<file path="src/rtl/vga_char_pixel_pipeline.sv">
// VGA text-mode pixel pipeline: timing counters drive the char-map and font RAM reads,
// and a 5-deep tag pipeline keeps sync/blank aligned with the serialised glyph pixel.
module vga_char_pixel_pipeline #(
  parameter int H_ACTIVE           = 640,
  parameter int H_FP               = 16,
  parameter int H_SYNC             = 96,
  parameter int H_BP               = 48,
  parameter int V_ACTIVE           = 480,
  parameter int V_FP               = 10,
  parameter int V_SYNC             = 2,
  parameter int V_BP               = 33,
  parameter int CHAR_W             = 8,
  parameter int CHAR_H             = 16,
  parameter int CODE_WIDTH         = 8,
  parameter int CHARMAP_ADDR_WIDTH = 12,
  parameter int SYNC_ACTIVE_LOW    = 1
) (
  input  logic                                  clk_i,
  input  logic                                  rst_i,
  output logic [CHARMAP_ADDR_WIDTH-1:0]         charmap_addr_o,
  input  logic [CODE_WIDTH-1:0]                 charmap_data_i,
  output logic [CODE_WIDTH+$clog2(CHAR_H)-1:0]  font_addr_o,
  input  logic [CHAR_W-1:0]                     font_data_i,
  output logic                                  hsync_o,
  output logic                                  vsync_o,
  output logic                                  de_o,
  output logic                                  pixel_o,
  output logic                                  frame_start_o
);

  localparam int H_TOTAL = H_ACTIVE + H_FP + H_SYNC + H_BP;
  localparam int V_TOTAL = V_ACTIVE + V_FP + V_SYNC + V_BP;
  localparam int HW      = $clog2(H_TOTAL);
  localparam int VW      = $clog2(V_TOTAL);
  localparam int SXW     = (CHAR_W > 1) ? $clog2(CHAR_W) : 1;
  localparam int GRW     = $clog2(CHAR_H);
  localparam int AW      = CHARMAP_ADDR_WIDTH;
  localparam int COLS    = H_ACTIVE / CHAR_W;
  localparam int ROWS    = V_ACTIVE / CHAR_H;

  localparam logic [HW-1:0]  H_LAST = HW'(H_TOTAL - 1);
  localparam logic [HW-1:0]  H_ACT  = HW'(H_ACTIVE);
  localparam logic [HW-1:0]  H_ALST = HW'(H_ACTIVE - 1);
  localparam logic [HW-1:0]  H_SS   = HW'(H_ACTIVE + H_FP);
  localparam logic [HW-1:0]  H_SE   = HW'(H_ACTIVE + H_FP + H_SYNC);
  localparam logic [VW-1:0]  V_LAST = VW'(V_TOTAL - 1);
  localparam logic [VW-1:0]  V_ACT  = VW'(V_ACTIVE);
  localparam logic [VW-1:0]  V_SS   = VW'(V_ACTIVE + V_FP);
  localparam logic [VW-1:0]  V_SE   = VW'(V_ACTIVE + V_FP + V_SYNC);
  localparam logic [SXW-1:0] SX_LAST = SXW'(CHAR_W - 1);
  localparam logic [GRW-1:0] GR_LAST = GRW'(CHAR_H - 1);
  localparam logic [AW-1:0]  COLS_A  = AW'(COLS);
  localparam logic [AW-1:0]  RB_LAST = AW'((ROWS - 1) * COLS);
  localparam logic           SYNC_IDLE = (SYNC_ACTIVE_LOW != 0);

  logic [HW-1:0]  h_cnt;
  logic [VW-1:0]  v_cnt;
  logic [SXW-1:0] sub_x;
  logic [AW-1:0]  col, row_base;
  logic [GRW-1:0] glyph_row;
  logic           active, hs, vs, fs, line_end, frame_end;

  logic [3:0]          t_de, t_hs, t_vs, t_fs;
  logic [3:0][SXW-1:0] t_sx;
  logic [1:0][GRW-1:0] t_gr;

  assign active    = (h_cnt < H_ACT) && (v_cnt < V_ACT);
  assign hs        = (h_cnt >= H_SS) && (h_cnt < H_SE);
  assign vs        = (v_cnt >= V_SS) && (v_cnt < V_SE);
  assign fs        = (h_cnt == '0) && (v_cnt == '0);
  assign line_end  = (h_cnt == H_LAST);
  assign frame_end = line_end && (v_cnt == V_LAST);

  always_ff @(posedge clk_i or posedge rst_i) begin
    if (rst_i) begin
      h_cnt <= '0;
      v_cnt <= '0;
    end else if (line_end) begin
      h_cnt <= '0;
      v_cnt <= (v_cnt == V_LAST) ? '0 : v_cnt + VW'(1);
    end else begin
      h_cnt <= h_cnt + HW'(1);
    end
  end

  // Horizontal position is cleared on the way into h_cnt==0 so it reads 0 there.
  always_ff @(posedge clk_i or posedge rst_i) begin
    if (rst_i) begin
      sub_x <= '0;
      col   <= '0;
    end else if (line_end) begin
      sub_x <= '0;
      col   <= '0;
    end else if (active) begin
      if (sub_x == SX_LAST) begin
        sub_x <= '0;
        col   <= col + AW'(1);
      end else begin
        sub_x <= sub_x + SXW'(1);
      end
    end
  end

  // Wrapping row_base after the last text row keeps the address inside the map.
  always_ff @(posedge clk_i or posedge rst_i) begin
    if (rst_i) begin
      glyph_row <= '0;
      row_base  <= '0;
    end else if (frame_end) begin
      glyph_row <= '0;
      row_base  <= '0;
    end else if (active && (h_cnt == H_ALST)) begin
      if (glyph_row == GR_LAST) begin
        glyph_row <= '0;
        row_base  <= (row_base == RB_LAST) ? '0 : row_base + COLS_A;
      end else begin
        glyph_row <= glyph_row + GRW'(1);
      end
    end
  end

  always_ff @(posedge clk_i or posedge rst_i) begin
    if (rst_i) begin
      charmap_addr_o <= '0;
      font_addr_o    <= '0;
      t_de <= '0;
      t_hs <= '0;
      t_vs <= '0;
      t_fs <= '0;
      t_sx <= '0;
      t_gr <= '0;
      pixel_o       <= 1'b0;
      de_o          <= 1'b0;
      frame_start_o <= 1'b0;
      hsync_o       <= SYNC_IDLE;
      vsync_o       <= SYNC_IDLE;
    end else begin
      if (active) charmap_addr_o <= row_base + col;
      t_de <= {t_de[2:0], active};
      t_hs <= {t_hs[2:0], hs};
      t_vs <= {t_vs[2:0], vs};
      t_fs <= {t_fs[2:0], fs};
      t_sx <= {t_sx[2:0], sub_x};
      t_gr <= {t_gr[0], glyph_row};
      font_addr_o   <= {charmap_data_i, t_gr[1]};
      pixel_o       <= t_de[3] & font_data_i[SX_LAST - t_sx[3]];
      de_o          <= t_de[3];
      frame_start_o <= t_fs[3];
      hsync_o       <= t_hs[3] ^ SYNC_IDLE;
      vsync_o       <= t_vs[3] ^ SYNC_IDLE;
    end
  end

endmodule

</file>
<file path="config.mk">
export PLATFORM = sky130hd
export DESIGN_NAME = vga_char_pixel_pipeline
export DESIGN_NICKNAME = d
export VERILOG_FILES = /design/src/rtl/vga_char_pixel_pipeline.sv
export SDC_FILE = /design/constraint.sdc
export NUM_CORES = 1
export LEC_CHECK = 0
export ABC_AREA = 1
export BUFFER_PORTS_ARGS = -buffer_cell sky130_fd_sc_hd__clkbuf_2
export CORE_MARGIN = 2
export CORE_UTILIZATION = 45
export DETAILED_ROUTE_END_ITERATION = 10
export PLACE_DENSITY = 0.72
export SYNTH_ARGS = -nofsm -noshare
export SYNTH_HDL_FRONTEND = slang
export SYNTH_SLANG_ARGS = --single-unit
</file>
<file path="constraint.sdc">
create_clock -name clk_i -period 5.7 [get_ports clk_i]
set_clock_uncertainty 0.15 [all_clocks]
set_input_delay 0.57 -clock clk_i [delete_from_list [all_inputs] [get_ports clk_i]]
set_output_delay 0.57 -clock clk_i [all_outputs]
set_load 0.01 [all_outputs]
</file>
Yosys cells after proc, flatten, opt, wreduce, memory -nomap -nowiden --
Index checks and enable logic that the tools add are counted.
Cells by class: add/sub/neg operators 8, eq/ne operators 6, bitwise operators 3, $lt $le $gt $ge 7, reduce and logical (&&, ||, !) cells 14, mux-type cells 17
Operators by type and width (number):
- 12-bit 2-to-1 mux | 7
- 10-bit == test (second input constant) | 3
- 10-bit by 1-bit adder with 10-bit output (second input constant) | 2
- 10-bit zero test | 2
- 10-bit less-than comparator (second input constant) | 2
- 10-bit by 9-bit less-than comparator with 1-bit output (second input constant) | 2
- 10-bit 2-to-1 mux | 2
- 12-bit by 1-bit adder with 12-bit output (second input constant) | 1
- 12-bit adder | 1
- 12-bit by 7-bit adder with 12-bit output (second input constant) | 1
- 12-bit == test (second input constant) | 1
- 4-bit 2-to-1 mux | 3
- 10-bit >= comparator (second input constant) | 1
- 10-bit by 9-bit >= comparator with 1-bit output (second input constant) | 1
- 3-bit 2-to-1 mux | 3
- 2-bit nonzero test | 4
- 1-bit logical AND | 6
- 4-bit by 1-bit adder with 4-bit output (second input constant) | 1
- 4-bit == test (second input constant) | 1
- 3-bit by 4-bit less-than comparator with 1-bit output (second input constant) | 1
- 2-bit AND reduction | 2
- 3-bit by 1-bit adder with 3-bit output (second input constant) | 1
- 1-bit binary-select mux with 3-bit select | 1
- 3-bit == test (second input constant) | 1
- 4 further kinds | 5
Word-level totals: input port bits 18, bits in registers 116, logic and storage cells 78

Logic depth before layout (Yosys ltp) --
depth after elaboration 5, depth in mapped cells 10, mapped depth without buffers 10

Least setup slack after synthesis --
Ideal clock, no wire load.
path type flip-flop to flip-flop, from reg h_cnt[0], to reg row_base[11], path slack 3.999 ns, stages on the path, launching flop included 11, library setup time 0.118 ns, period minus slack after synthesis 1.701 ns, arrival time 1.433 ns, required time 5.432 ns, cell sequence dfrtp_1 ha_1 nand2_2 nor2_4 nand2_2 nor2_4 nand2_1 nand2_1 nand2_4 nand2_1 nand2_1
On the way: longest elaborated chain between the ends 5, elaborated cells between the ends (all ways) 10, those cells by class 1 x order compare; 2 x eq/ne; 1 x mux; 6 x reduce/logical
RTL lines:
- start: declaration | RTL line 56 | logic [HW-1:0] h_cnt;
- start signal: assignment | RTL line 82 | h_cnt <= h_cnt + HW'(1);
- 10-bit less-than comparator | RTL line 67 | assign active = (h_cnt < H_ACT) && (v_cnt < V_ACT);
- 1-bit logical AND | RTL line 67
- 1-bit logical AND | RTL line 112 | end else if (active && (h_cnt == H_ALST)) begin
- 2-bit nonzero test (no source line)
- 2-bit AND reduction (no source line)
- end signal: assignment | RTL line 115 | row_base <= (row_base == RB_LAST) ? '0 : row_base + COLS_A;
- end: declaration | RTL line 59 | logic [AW-1:0] col, row_base;
Several ways; a longest one is shown, not always the timed one. A chain may end at the register's enable or synchronous reset.

Worst setup path in the final report --
from reg h_cnt[0], to reg row_base[7]
Same word-level chain as after synthesis.

==> flow_summary_export.csv <==
group,metric,value,unit
run_status,status,"complete, no violations",
layout,area_growth,12.5,%
critical_path,path_class,"reg2reg",
global_route,antenna_found_initial,0,
global_route,grt_pass1_vias,3839,
cts,clk_pin_slew,80,ps
floorplan,fp.dieArea,12400,sq um
layout,final_nets,678,
timing,period_share,0.447,
route,vias,4035,
global_route,grt_pass1_wl,17.4,mm
critical_path,r2r-end,"row_base[7]",
route,drc,0,
pwr,power_density,248,nW/um^2
synthesis,ys_types,36,
timing,tightest_slew,830,ps
route,viasPerCell,5.11,
pwr,power.leakage,2.94,nW
route,drt-total-wl,10.0,mm
critical_path,ff2ff_setup_slack,3150,ps
cts,clkSinkCount,112,
critical_path,crit_top_cell,"nand2_1",
synthesis,syn_nets,631,
global_route,grt_max_degree,70,
synthesis,synth_cells,595,
timing,relSlewSlack,0.447,
min_path,hold_depth,1,
cts,htree_levels,3,
critical_path,start_kind,"register",
synthesis,ys_seq_elements,112,
layout,drive_above_1_share,0.131,
floorplan,core-area,11300,sq um
placed_design,placed_cell_area,5550,sq um
layout,finish.instance_area,5850,sq um
timing,fmax,392,MHz
cts,cts_resized,0,
global_route,grt_usage,0.171,
pwr,ir_drop,185,uV
route,dr.pass1.iters,5,
min_path,hold_path_class,"in2reg",
cts,cts_hold_buf,0,
cts,clockBufferDepth,2,
critical_path,path_max_fanout,23,
critical_path,cp.arrival,2650,ps
synthesis,synth-seq-area-share,0.540,
synthesis,syn_area_per_cell,8.73,sq um
timing,grt_setup_unrepaired,"no",
layout,fill_cells,1018,
critical_path,crit_chain,"ha_1 -> nand2_2 -> nor2_4 -> nand2_2 -> nor2_4 -> nand2_1 -> nand2_1 -> nand2_4 -> nand2_1 -> nand2_1",
timing,finalHoldViolations,0,
floorplan,start_util,0.459,
timing,fin_crit,2550,ps
floorplan,chipWidth,111,microns
placed_design,port-buffer-count,46,
cts,cts_made_buffers,9,
floorplan,rows,39,
route,drt_iter0_drc,351,
flow_run,cap_violations,0,
floorplan,ios,47,
synthesis,synth_area,5200,sq um
route,ant_nets,0,
cts,cts_tree,"built",
min_path,worstHoldStart,"charmap_data_i[5]",
placed_design,place_hpwl,7.01,mm
timing,slew_violations,0,
layout,antenna_cells,0,
timing,setup_tns,0,ps
placed_design,place_congestion,0.909,
floorplan,chipHeight,111,microns
min_path,whs_endpoint,"font_addr_o[9]",
critical_path,crit_slowest_cell,"nor2_4",
route,wl_per_cell,12.7,microns
timing,finalSetupViolCount,0,
critical_path,timing.rr.start,"h_cnt[0]",
synthesis,synth-warning-count,0,
critical_path,crit_required,5800,ps
cts,post_cts_buffers,0,
global_route,grt.overflow.total,0,
critical_path,critPathCaptureType,"register",
critical_path,rr_worst_depth,10,
cts,cts_root_buf,"clkbuf_16",
critical_path,slowest_delay,430,ps
cts,clk_latency,360,ps
[worst max-delay path, delay by kind of cell, from the launching register on]
family        cells  cell delay (ps)
simple gates      9             1660
fa+ha+maj         1              220
flops             1              410
[flip-flops by register name, summed over array words and instances (netlist names)]
name,count
sub_x,3
h_cnt,10
hsync_o,1
t_gr,8
col,12
pixel_o,1
charmap_addr_o,12
de_o,1
t_fs,4
vsync_o,1
t_hs,4
t_vs,4
glyph_row,4
t_sx,12
t_de,4
row_base,8
frame_start_o,1
font_addr_o,12
v_cnt,10
[layout make-up]
cell class                 count  area [sq um]  area share
clock inverter                 7          71.3      0.0122
multi-input combinational    412          2100       0.359
tap                          143           179      0.0306
sequential                   112          2810       0.480
timing repair buffer          47           238      0.0407
inverter                      60           228      0.0389
clock buffer                   9           225      0.0385
[worst max path at each step]
| stage | from | end | slack, ps | cells past startpoint |
|---|---|---|---|---|
| 6_report | h_cnt[0] | row_base[7] | 3150 | 10 |
| 3_5_place_dp | h_cnt[0] | row_base[7] | 3150 | 10 |
| 2_1_floorplan | rst_i | charmap_addr_o[0] | 2020 | 1 |
| 3_3_place_gp | h_cnt[0] | row_base[11] | 3310 | 10 |
| 4_1_cts | h_cnt[0] | row_base[7] | 3140 | 10 |
| 5_1_grt | h_cnt[0] | row_base[6] | 2900 | 10 |
[cell usage in the layout (no fill, tap or decap), types with 2 or more instances in the layout]
| master | netlist | layout |
|---|---|---|
| or2_2 | 2 | 2 |
| xnor2_1 | 4 | 4 |
| nand2_1 | 159 | 159 |
| nor3_1 | 7 | 7 |
| dfrtp_1 | 110 | 110 |
| nand3b_1 | 2 | 2 |
| nand3_1 | 54 | 54 |
| nor2_4 | 4 | 4 |
| inv_6 | 0 | 2 |
| clkinvlp_4 | 0 | 2 |
| o21bai_1 | 6 | 6 |
| o21ai_0 | 16 | 16 |
| inv_1 | 56 | 55 |
| a21oi_1 | 8 | 8 |
| clkbuf_2 | 0 | 46 |
| dfstp_2 | 2 | 2 |
| xor2_1 | 11 | 11 |
| nor2_1 | 68 | 68 |
| o211ai_1 | 2 | 2 |
| o21ai_1 | 15 | 15 |
| inv_2 | 4 | 4 |
| nand4_1 | 20 | 20 |
| clkbuf_16 | 0 | 9 |
| ha_1 | 18 | 18 |
| nand2_2 | 4 | 4 |
| inv_8 | 0 | 2 |
[where the power goes]
| group | internal [mW] | switching (mW) | total [mW] |
|---|---|---|---|
| logic | 0.00866 | 0.0207 | 0.0294 |
| registers | 0.798 | 0.00119 | 0.799 |
| clock network | 0.310 | 0.311 | 0.621 |
| total | 1.12 | 0.333 | 1.45 |
[synth_stat cells (all sizes together)]
cell type | n | area [sq um]
nor2 | 74 | 327
clkbuf | 2 | 7.51
a21o | 1 | 7.51
conb | 1 | 3.75
a211oi | 1 | 7.51
nand3b | 2 | 15.0
o31ai | 1 | 7.51
nand3 | 55 | 288
and3 | 1 | 6.26
nor4 | 1 | 6.26
o21bai | 6 | 45.0
a21oi | 9 | 48.8
or2 | 2 | 12.5
o211ai | 2 | 15.0
nand2 | 164 | 633
a31oi | 1 | 6.26
dfrtp | 110 | 2750
ha | 18 | 225
xor2 | 11 | 96.3
dfstp | 2 | 52.6
nor3 | 7 | 35.0
o21ai | 31 | 155
inv | 60 | 225
buf | 9 | 57.6
xnor2 | 4 | 35.0
nand4 | 20 | 125
[per-layer routing]
| layer | vias to the layer above | part of all wire | GRT usage |
|---|---|---|---|
| met1 | 1874 | 0.45 | 0.222 |
| met3 | 26 | 0.046 | 0.0338 |
| met2 | 111 | 0.48 | 0.276 |
| met4 | 0 | 0.024 | 0.0872 |
| met5 | - | 0 | 0 |
| li1 | 2024 | - | - |
[kinds of logic after synthesis]
kind of cell | Yosys count | share of synthesized area
xor+xnor | 15 | 0.0253
other cells | 1 | 0.000722
fa+ha+maj | 18 | 0.0433
compound gates | 52 | 0.0563
simple gates | 326 | 0.279
flops | 112 | 0.540
buf+inv | 71 | 0.0559
[metrics by stage]
| stage | total power, mW | cells | util | hold slack, ps | worst slack [ps] |
|---|---|---|---|---|---|
| 3_3_place_gp | 0.845 | 774 | 0.490 | 182 | 3310 |
| 3_5_place_dp | 0.846 | 774 | 0.490 | 185 | 3150 |
| 6_report | 1.45 | 790 | 0.516 | 166 | 3150 |
| 4_1_cts | 1.47 | 790 | 0.516 | 156 | 3140 |
| 5_1_grt | 1.50 | 790 | 0.516 | 156 | 2900 |
| 2_1_floorplan | 0.831 | 595 | - | 181 | 2020 |
Note: power is estimated with default switching activity, not from simulation.
